===== src/rtl/fft_pkg.sv =====
// Shared constants and types for the FFT64 framing logic.
package fft_pkg;

  localparam int FFT_N     = 64;
  localparam int FFT_LOG2N = 6;
  localparam int FFT_WIDTH = 16;

  typedef enum logic [1:0] {
    ST_IDLE = 2'd0,
    ST_RUN  = 2'd1,
    ST_PAD  = 2'd2
  } in_state_e;

  typedef struct packed {
    logic [FFT_WIDTH-1:0] re;
    logic [FFT_WIDTH-1:0] im;
  } fft_sample_t;

endpackage


===== src/rtl/fft_tag_fifo.sv =====
// Small synchronous tag FIFO; push and pop may occur in the same cycle, even when full.
module fft_tag_fifo #(
  parameter int DEPTH = 2,
  parameter int W     = 4
) (
  input  logic         clk,
  input  logic         rst,
  input  logic         push,
  input  logic         pop,
  input  logic [W-1:0] din,
  output logic [W-1:0] dout,
  output logic         full,
  output logic         empty
);

  localparam int PW = (DEPTH > 1) ? $clog2(DEPTH) : 1;
  localparam int CW = $clog2(DEPTH + 1);

  logic [W-1:0]  mem_q [DEPTH];
  logic [W-1:0]  mem_d [DEPTH];
  logic [PW-1:0] wr_q, wr_d, rd_q, rd_d;
  logic [CW-1:0] cnt_q, cnt_d;
  logic          do_push, do_pop;

  function automatic logic [PW-1:0] ptr_next(input logic [PW-1:0] p);
    return (p == PW'(DEPTH - 1)) ? '0 : p + 1'b1;
  endfunction

  assign full  = (cnt_q == CW'(DEPTH));
  assign empty = (cnt_q == '0);
  assign dout  = mem_q[rd_q];

  always_comb begin
    do_pop  = pop && !empty;
    do_push = push && (!full || do_pop);
    mem_d   = mem_q;
    wr_d    = wr_q;
    rd_d    = rd_q;
    if (do_push) begin
      mem_d[wr_q] = din;
      wr_d        = ptr_next(wr_q);
    end
    if (do_pop) rd_d = ptr_next(rd_q);
    cnt_d = cnt_q + CW'(do_push) - CW'(do_pop);
  end

  always_ff @(posedge clk) begin
    if (rst) begin
      wr_q  <= '0;
      rd_q  <= '0;
      cnt_q <= '0;
      for (int unsigned i = 0; i < DEPTH; i++) mem_q[i] <= '0;
    end else begin
      wr_q  <= wr_d;
      rd_q  <= rd_d;
      cnt_q <= cnt_d;
      mem_q <= mem_d;
    end
  end

endmodule


===== src/rtl/fft_frame_ctrl.sv =====
// Frames an upstream sample stream into whole N-sample bursts for FFT64, limits
// frames in flight, and re-frames the core output with sof/eof markers and tag.
module fft_frame_ctrl
  import fft_pkg::*;
#(
  parameter int N            = FFT_N,
  parameter int WIDTH        = FFT_WIDTH,
  parameter int TAG_W        = 4,
  parameter int MAX_INFLIGHT = 2
) (
  input  logic             clock,
  input  logic             reset,
  input  logic             in_valid,
  output logic             in_ready,
  input  logic [WIDTH-1:0] in_re,
  input  logic [WIDTH-1:0] in_im,
  input  logic [TAG_W-1:0] in_tag,
  output logic             fft_di_en,
  output logic [WIDTH-1:0] fft_di_re,
  output logic [WIDTH-1:0] fft_di_im,
  input  logic             fft_do_en,
  input  logic [WIDTH-1:0] fft_do_re,
  input  logic [WIDTH-1:0] fft_do_im,
  output logic             out_valid,
  output logic             out_sof,
  output logic             out_eof,
  output logic [WIDTH-1:0] out_re,
  output logic [WIDTH-1:0] out_im,
  output logic [TAG_W-1:0] out_tag,
  output logic [2:0]       inflight,
  output logic             err_underrun,
  output logic             err_orphan,
  input  logic             err_clr
);

  localparam int CW = $clog2(N);
  localparam logic [CW-1:0] CNT_LAST = CW'(N - 1);

  in_state_e        state_q, state_d;
  logic [CW-1:0]    in_cnt_q, in_cnt_d, out_cnt_q, out_cnt_d;
  logic             di_en_q, di_en_d;
  logic [WIDTH-1:0] di_re_q, di_re_d, di_im_q, di_im_d;
  logic             ov_q, ov_d, sof_q, sof_d, eof_q, eof_d;
  logic [WIDTH-1:0] ore_q, ore_d, oim_q, oim_d;
  logic [TAG_W-1:0] otag_q, otag_d, tag_head;
  logic [2:0]       inflight_q, inflight_d;
  logic             und_q, und_d, orph_q, orph_d;
  logic             accept, start, set_und, orphan, eof_now, pop, tag_full, tag_empty;

  fft_tag_fifo #(.DEPTH(MAX_INFLIGHT), .W(TAG_W)) u_tag_fifo (
    .clk   (clock),
    .rst   (reset),
    .push  (start && !tag_full),
    .pop   (pop),
    .din   (in_tag),
    .dout  (tag_head),
    .full  (tag_full),
    .empty (tag_empty)
  );

  always_comb begin
    case (state_q)
      ST_IDLE: in_ready = (inflight_q < 3'(MAX_INFLIGHT));
      ST_RUN:  in_ready = 1'b1;
      default: in_ready = 1'b0;
    endcase
    accept   = in_valid && in_ready;
    start    = (state_q == ST_IDLE) && accept;
    state_d  = state_q;
    in_cnt_d = in_cnt_q;
    di_en_d  = 1'b0;
    di_re_d  = '0;
    di_im_d  = '0;
    set_und  = 1'b0;
    // Every RUN/PAD cycle is a core slot; an underrun slot carries a zero sample.
    case (state_q)
      ST_IDLE: begin
        if (accept) begin
          state_d  = ST_RUN;
          in_cnt_d = CW'(1);
          di_en_d  = 1'b1;
          di_re_d  = in_re;
          di_im_d  = in_im;
        end
      end
      ST_RUN: begin
        di_en_d  = 1'b1;
        in_cnt_d = in_cnt_q + 1'b1;
        if (accept) begin
          di_re_d = in_re;
          di_im_d = in_im;
        end else begin
          set_und = 1'b1;
        end
        if (in_cnt_q == CNT_LAST) state_d = ST_IDLE;
        else if (!in_valid)       state_d = ST_PAD;
      end
      ST_PAD: begin
        di_en_d  = 1'b1;
        in_cnt_d = in_cnt_q + 1'b1;
        if (in_cnt_q == CNT_LAST) state_d = ST_IDLE;
      end
      default: state_d = ST_IDLE;
    endcase
  end

  always_comb begin
    orphan    = fft_do_en && (inflight_q == '0);
    eof_now   = fft_do_en && (out_cnt_q == CNT_LAST);
    pop       = eof_now && !orphan;
    out_cnt_d = fft_do_en ? out_cnt_q + 1'b1 : out_cnt_q;
    ov_d      = fft_do_en;
    sof_d     = fft_do_en && (out_cnt_q == '0);
    eof_d     = eof_now;
    ore_d     = fft_do_en ? fft_do_re : '0;
    oim_d     = fft_do_en ? fft_do_im : '0;
    otag_d    = (fft_do_en && !orphan && !tag_empty) ? tag_head : '0;
    inflight_d = inflight_q;
    if (start && !pop)      inflight_d = inflight_q + 3'd1;
    else if (!start && pop) inflight_d = inflight_q - 3'd1;
    und_d  = set_und ? 1'b1 : (err_clr ? 1'b0 : und_q);
    orph_d = orphan  ? 1'b1 : (err_clr ? 1'b0 : orph_q);
  end

  always_ff @(posedge clock) begin
    if (reset) begin
      state_q    <= ST_IDLE;
      in_cnt_q   <= '0;
      out_cnt_q  <= '0;
      di_en_q    <= 1'b0;
      di_re_q    <= '0;
      di_im_q    <= '0;
      ov_q       <= 1'b0;
      sof_q      <= 1'b0;
      eof_q      <= 1'b0;
      ore_q      <= '0;
      oim_q      <= '0;
      otag_q     <= '0;
      inflight_q <= '0;
      und_q      <= 1'b0;
      orph_q     <= 1'b0;
    end else begin
      state_q    <= state_d;
      in_cnt_q   <= in_cnt_d;
      out_cnt_q  <= out_cnt_d;
      di_en_q    <= di_en_d;
      di_re_q    <= di_re_d;
      di_im_q    <= di_im_d;
      ov_q       <= ov_d;
      sof_q      <= sof_d;
      eof_q      <= eof_d;
      ore_q      <= ore_d;
      oim_q      <= oim_d;
      otag_q     <= otag_d;
      inflight_q <= inflight_d;
      und_q      <= und_d;
      orph_q     <= orph_d;
    end
  end

  assign fft_di_en    = di_en_q;
  assign fft_di_re    = di_re_q;
  assign fft_di_im    = di_im_q;
  assign out_valid    = ov_q;
  assign out_sof      = sof_q;
  assign out_eof      = eof_q;
  assign out_re       = ore_q;
  assign out_im       = oim_q;
  assign out_tag      = otag_q;
  assign inflight     = inflight_q;
  assign err_underrun = und_q;
  assign err_orphan   = orph_q;

endmodule


===== config.mk =====
export PLATFORM = sky130hd
export DESIGN_NAME = fft_frame_ctrl
export DESIGN_NICKNAME = d
export VERILOG_FILES = /design/src/rtl/fft_pkg.sv /design/src/rtl/fft_tag_fifo.sv /design/src/rtl/fft_frame_ctrl.sv
export SDC_FILE = /design/constraint.sdc
export NUM_CORES = 1
export LEC_CHECK = 0
export CORE_MARGIN = 4
export CORE_UTILIZATION = 38
export DETAILED_ROUTE_END_ITERATION = 8
export GPL_TIMING_DRIVEN = 0
export PLACE_DENSITY = 0.87
export SLEW_MARGIN = 15
export SYNTH_ARGS = -nofsm -noshare
export SYNTH_HDL_FRONTEND = slang
export SYNTH_SLANG_ARGS = --single-unit

===== constraint.sdc =====
create_clock -name clock -period 2.6 [get_ports clock]
set_clock_uncertainty 0.2 [all_clocks]
set_input_delay 0.26 -clock clock [delete_from_list [all_inputs] [get_ports clock]]
set_output_delay 0.26 -clock clock [all_outputs]
set_load 0.05 [all_outputs]

==> flow_summary.yaml, run 1 <==
finish:
  final_nets: 579
  nFillCells: 764
  area_delta_synth_final_pct: 54.1
  num_antenna_cells: 0
  seq_area_mm2: 0.00206
  drive_gt1_share_pct: 7.63
  multi_input_area_mm2: 0.00145
logic_synthesis:
  yosys-top-cells-count: "dfxtp_1, and2_1, nor2_1"
  ys_ff_latch: 103
  synth.area.top_cells: "dfxtp_1, and2_1, ha_1, mux2i_1, nor2_1"
  yosysWarnings: 0
  avgSynthCellArea_um2: 10.7
  yosysMostFrequentCell: "dfxtp_1"
  yosys_most_used_dff: "dfxtp_1"
  yosys.cell_types.count: 42
  yosysSeqAreaShare_pct: 57.8
  synth_edf_count: 0
  synth_fp_nets: 418
  yosysTopAreaCellShare_pct: 57.8
  synth_area_mm2: 0.00357
  async_flop_share_pct: 0
  synth_top_area_cell: "dfxtp_1"
  synthCells: 334
clock_tree:
  numClockSinks: 103
  clock-root-buffer: "clkbuf_8"
  path_clk_slew_ns: 0.09
  cts_tree: "done"
  insertion_delay_ns: 0.35
  clk_path_buf_depth: 2
  hold_buffers: 0
  htree_levels: 3
  cts_buffers: 9
timing:
  tightestPinTransition_ns: 0.530
  slew_headroom_pct: 64.6
  hold_slack_ns: 0.0490
  drv_slew: 0
  fin_crit_sh_pct: 95.5
  setup_viol: 0
  tns_ns: 0
  max_freq_ghz: 0.403
  period_minus_slack_ns: 2.48
  finalHoldViolCount: 0
critical_path:
  cp-end-kind: "flip-flop"
  worstPathArrival_ns: 2.57
  path_max_fanout: 6
  worst_setup_path_start_kind: "flip-flop"
  cp.required_ns: 2.68
  critPathKind: "flip-flop to flip-flop"
floorplan:
  die_y_um: 105
  design.portCount: 151
  core_area_mm2: 0.00920
  rows: 35
  dieArea_mm2: 0.0110
  initial_core_util_pct: 38.8
  die_w_um: 105
pwr:
  intPower_mw: 3.03
  ir_drop_uv: 460
  p_sw_mw: 1.56
  fin_total_pwr_mw: 4.59
  sw_frac_of_total_pct: 34.0
  p_comb_share_pct: 34.0
  leakagePower_nw: 2.12
  powerDensity_mw_per_mm2: 836
  power_frac_seq_pct: 40.6
  p_clk_share_pct: 25.4
grt:
  grt_pass1_wl_mm: 14.0
  antenna_found_initial: 0
  grt_max_degree: 17
  grt_overflow: 0
  grt_usage_pct: 15.6
  first_global_vias: 2896
drt:
  post-route-drc-count: 0
  routedWlPerCell_um: 14.5
  totalWireLength_mm: 8.82
  vias: 2847
  avgViaCountPerCell: 4.67
  first_iter_violations: 105
  ant_nets: 0
  first_pass_iters: 4
place:
  dpl.hpwl_mm: 6.77
  numPortBuffers: 149
  gp_congestion: 0.732
run_status:
  outcome: "complete, no violations"
min_path:
  hp-class: "input port to flip-flop"
job:
  cap_violations: 0
## placed cells by master (no fill, tap or decap), types with 3 or more instances in the layout
cell / instances
xor2_1: 6
xnor2_1: 4
nor3_1: 3
nand3_1: 7
nor2_1: 23
clkdlybuf4s50_1: 148
and2_1: 64
or3_1: 7
nand2b_1: 5
buf_2: 5
dfxtp_1: 102
mux2i_1: 10
inv_1: 12
clkbuf_1: 7
a21oi_1: 15
o21ai_0: 3
clkbuf_8: 9
bufinv_16: 3
o32ai_1: 4
ha_1: 7
nand2_1: 11
## metal layers
layer	vias up	GRT usage [%]	wire length, µm	share of wire [%]
met1	1342	18.7	3580	41
met2	90	28.0	4690	53
met5	-	0	0	0
li1	1409	-	-	-
met3	6	3.09	476	5.4
met4	0	5.06	68	0.77
## area by class of cell
class / count / area share (%)
plain buffers: 14 / 1.14
clock buffers: 9 / 2.25
clock inverters: 5 / 1.96
inverters: 14 / 0.956
multi-input cells: 203 / 26.3
flip-flops and latches: 103 / 37.5
well taps: 111 / 2.53
repair buffers: 150 / 27.3
## state kept, by name, indices dropped and copies added, names as in the netlist, 2 cells and up
| signal | count |
|---|---|
| fft_di_re | 16 |
| out_tag | 4 |
| out_cnt_q | 6 |
| out_im | 16 |
| u_tag_fifo.mem_q | 8 |
| fft_di_im | 16 |
| state_q | 2 |
| out_re | 16 |
| inflight | 3 |
| in_cnt_q | 6 |
| u_tag_fifo.cnt_q | 2 |
## metrics by stage
| step | utilization, % | setup slack (ns) | cells | area (µm²) |
|---|---|---|---|---|
| after global routing | 59.8 | -0.0103 | 609 | 5500 |
| after floorplan | - | 0.0271 | 334 | 3570 |
| final | 59.8 | 0.116 | 609 | 5500 |
| after detailed placement | 56.5 | -0.202 | 594 | 5200 |
| after CTS | 59.2 | 0.0195 | 608 | 5440 |
| after global placement | 56.5 | -0.148 | 594 | 5200 |
## worst paths after layout
kind	start	to	slack (ns)	cells after the start
max	state_q[1]	inflight[2]	0.12	10
min	fft_do_en	out_cnt_q[0]	0.05	3
max reg2reg	state_q[1]	inflight[2]	0.12	10
min reg2reg	u_tag_fifo.mem_q[2]	u_tag_fifo.mem_q[2]	0.26	2
## power by group through the flow
stage               logic, mW  registers [mW]  clock network [mW]
floorplan               0.632            2.25                   0
global placement         1.45            1.87                   0
detailed placement       1.50            1.88                   0
CTS                      1.52            1.85                1.19
global route             1.67            1.89                1.27
finish                   1.56            1.86                1.17
## kinds of logic after synthesis
kind of cell,synth area share [%]
mux,2.81
simple gates,23.3
compound gates,6.28
buf+inv,3.23
fa+ha+maj,4.07
flops,57.8
xor+xnor,2.46
## repair_timing
item,4_1_cts,5_1_grt
buffers inserted,0,1
endpoints found under the setup margin,1,1
gates resized for setup,4,11
pin swaps,0,0
## critical path, stage by stage (launching register included)
cell and delay, ns:
dfxtp_1 0.35, inv_2 0.12, ha_4 0.18, nand2_4 0.08
and2b_2 0.25, ha_2 0.20, inv_1 0.05, fa_1 0.37
xor2_1 0.16, or3_1 0.30, a21oi_1 0.15
No activity file was read; power rests on OpenSTA's default activity.
==> run 2, diff against run 1 <==
Settings changed: CAP_MARGIN from default to 20.
==> results of run 2 <==
The final DEF is identical to that of run 1; final timing and power are the same.
==> run 3, diff against run 2 <==
Settings changed: ABC_AREA from default to 1, GPL_ROUTABILITY_DRIVEN from default to 0, PLACE_DENSITY 0.87 to 0.86.
==> flow_summary.yaml, run 3 <==
run_status:
  outcome: "complete, no violations"
floorplan:
  design.portCount: 151
  dieArea_mm2: 0.0112
  rows: 35
  die_y_um: 106
  die_w_um: 106
  core_area_mm2: 0.00928
  initial_core_util_pct: 39.2
logic_synthesis:
  synth_xor_area_share_pct: 0.241
  yosys_most_used_dff: "dfxtp_1"
  synth_fp_nets: 541
  synthSimpleGateAreaFrac_pct: 22.7
  yosys-top-cells-count: "nor2_1, dfxtp_1, inv_1"
  synth_top_family_by_area: "simple AND/OR/NAND/NOR gates"
  synthCells: 457
  synth.area.top_cells: "dfxtp_1, nor2_1, inv_1, nand2_1, ha_1"
  yosys.cell_types.count: 24
  yosysSeqAreaShare_pct: 56.7
  synthAdderAreaFrac_pct: 3.99
  synth_area_mm2: 0.00363
  ys_ff_latch: 103
  yosysMostFrequentCell: "nor2_1"
  yosysTopAreaCellShare_pct: 56.7
  synthMuxAreaShare_pct: 0
  async_flop_share_pct: 0
  avgSynthCellArea_um2: 7.95
  yosysWarnings: 0
  synth_top_area_cell: "dfxtp_1"
  synth_edf_count: 0
  synth-compound-area-share_pct: 4.65
critical_path:
  regToRegStartpoint: "state_q[0]"
  worst_setup_path_start_kind: "flip-flop"
  worstPathArrival_ns: 2.47
  critPathKind: "flip-flop to flip-flop"
  cp-end-kind: "flip-flop"
  path_max_fanout: 4
  crit_start: "state_q[0]"
  cp.required_ns: 2.64
timing:
  setup_slack_ns: 0.174
  finalHoldViolCount: 0
  hold_slack_ns: 0.213
  slew_headroom_pct: 63.8
  max_freq_ghz: 0.412
  setup_viol: 0
  fin_crit_sh_pct: 93.3
  tightestPinTransition_ns: 0.542
  drv_slew: 0
  period_minus_slack_ns: 2.43
pwr:
  ir_drop_uv: 414
  leakagePower_nw: 2.50
  powerDensity_mw_per_mm2: 899
drt:
  first_iter_violations: 179
  routedWlPerCell_um: 12.1
  vias: 3193
  ant_nets: 0
  post-route-drc-count: 0
  first_pass_iters: 4
  totalWireLength_mm: 9.10
  avgViaCountPerCell: 4.25
finish:
  num_antenna_cells: 0
  final_nets: 702
  final_common_cell: "clkdlybuf4s50_1"
  drive_gt1_share_pct: 5.63
  area_delta_synth_final_pct: 52.9
  layout_common_cells: "clkdlybuf4s50_1, nor2_1, dfxtp_1"
min_path:
  hp-class: "input port to flip-flop"
  hp-start: "fft_do_re[5]"
grt:
  antenna_found_initial: 0
  grt_max_degree: 17
  first_global_vias: 3126
  grt_overflow: 0
  grt_pass1_wl_mm: 14.6
  grt_usage_pct: 16.3
job:
  cap_violations: 0
clock_tree:
  numClockSinks: 103
  hold_buffers: 0
  insertion_delay_ns: 0.35
  clock-root-buffer: "clkbuf_8"
  cts_tree: "done"
  cts_buffers: 9
  path_clk_slew_ns: 0.09
  clk_path_buf_depth: 2
  postCtsSetupBuffers: 0
  htree_levels: 3
place:
  dpl.hpwl_mm: 7.31
  pre_cts_slack_ns: -0.0708
  numPortBuffers: 150
==> run 3: cell count changes after synthesis, moves of 3 or more <==
cell	before	now
xnor2_1	4	0
or3_1	7	0
o21ai_0	3	11
o32ai_1	4	0
xor2_1	6	1
nand2b_1	5	0
nand3_1	7	12
nor2_1	23	109
and2_1	64	0
a21oi_1	15	20
mux2i_1	10	0
inv_1	14	100
nand2_1	11	63
and2b_1	3	0
==> run 3: layout make-up <==
class	count	area, µm²
fill	780	3720
inverter	101	379
buffer	9	47.5
tap	129	161
clock buffer	10	128
sequential	103	2060
multi-input combinational	244	1170
clock inverter	5	106
timing repair buffer	150	1500
==> run 3: where the power goes <==
part / switching (mW) / internal [mW]
Sequential: 0.128 / 1.81
Combinational: 1.26 / 0.653
Clock: 0.515 / 0.638
Total: 1.90 / 3.10
==> run 3: per-layer routing <==
| layer | share of wire, % | GRT usage (%) |
|---|---|---|
| met3 | 5.7 | 3.12 |
| met2 | 53 | 29.9 |
| met5 | 0 | 0 |
| met4 | 2.1 | 7.03 |
| met1 | 39 | 18.4 |
==> run 3: final timing paths <==
| kind | endpoint | cells after the start | slack, ns |
|---|---|---|---|
| max | inflight[2] | 13 | 0.17 |
| min | out_re[5] | 3 | 0.21 |
| max reg2reg | inflight[2] | 13 | 0.17 |
| min reg2reg | err_underrun | 2 | 0.27 |
==> run 3: cells by family (layout without fill, tap and decap cells) <==
family,after synthesis,count (layout)
xor+xnor,1,1
simple gates,199,199
buf+inv,110,275
flops,103,103
fa+ha+maj,11,11
compound gates,33,33
==> run 3: metrics by stage <==
stage                     power, mW  utilization (%)  cell area, µm²  std cells   TNS, ns
after floorplan                3.22                -            3630        457         0
after CTS                      5.00             59.6            5530        751         0
after global routing           5.30             59.9            5560        751   -0.0335
final                          5.00             59.9            5560        751         0
after global placement         3.78             57.1            5300        736  -0.00298
after detailed placement       3.86             57.1            5300        736   -0.0998
==> run 3: timing repair <==
item | in CTS | in global routing
pin swaps | 0 | 1
gates resized for setup | 2 | 10
gates cloned | 0 | 0
endpoints found under the setup margin | 2 | 2
==> run 3: worst max-delay path, cell delays in order, from the launching register on <==
cell and delay, ns:
dfxtp_1 0.36, inv_2 0.10, ha_4 0.17, nand2_1 0.10
nand2_4 0.11, nand2_2 0.08, nor2_2 0.14, ha_1 0.16
inv_1 0.06, fa_1 0.38, a21oi_1 0.16, o21ai_0 0.12
o21ai_1 0.13, a21oi_1 0.05
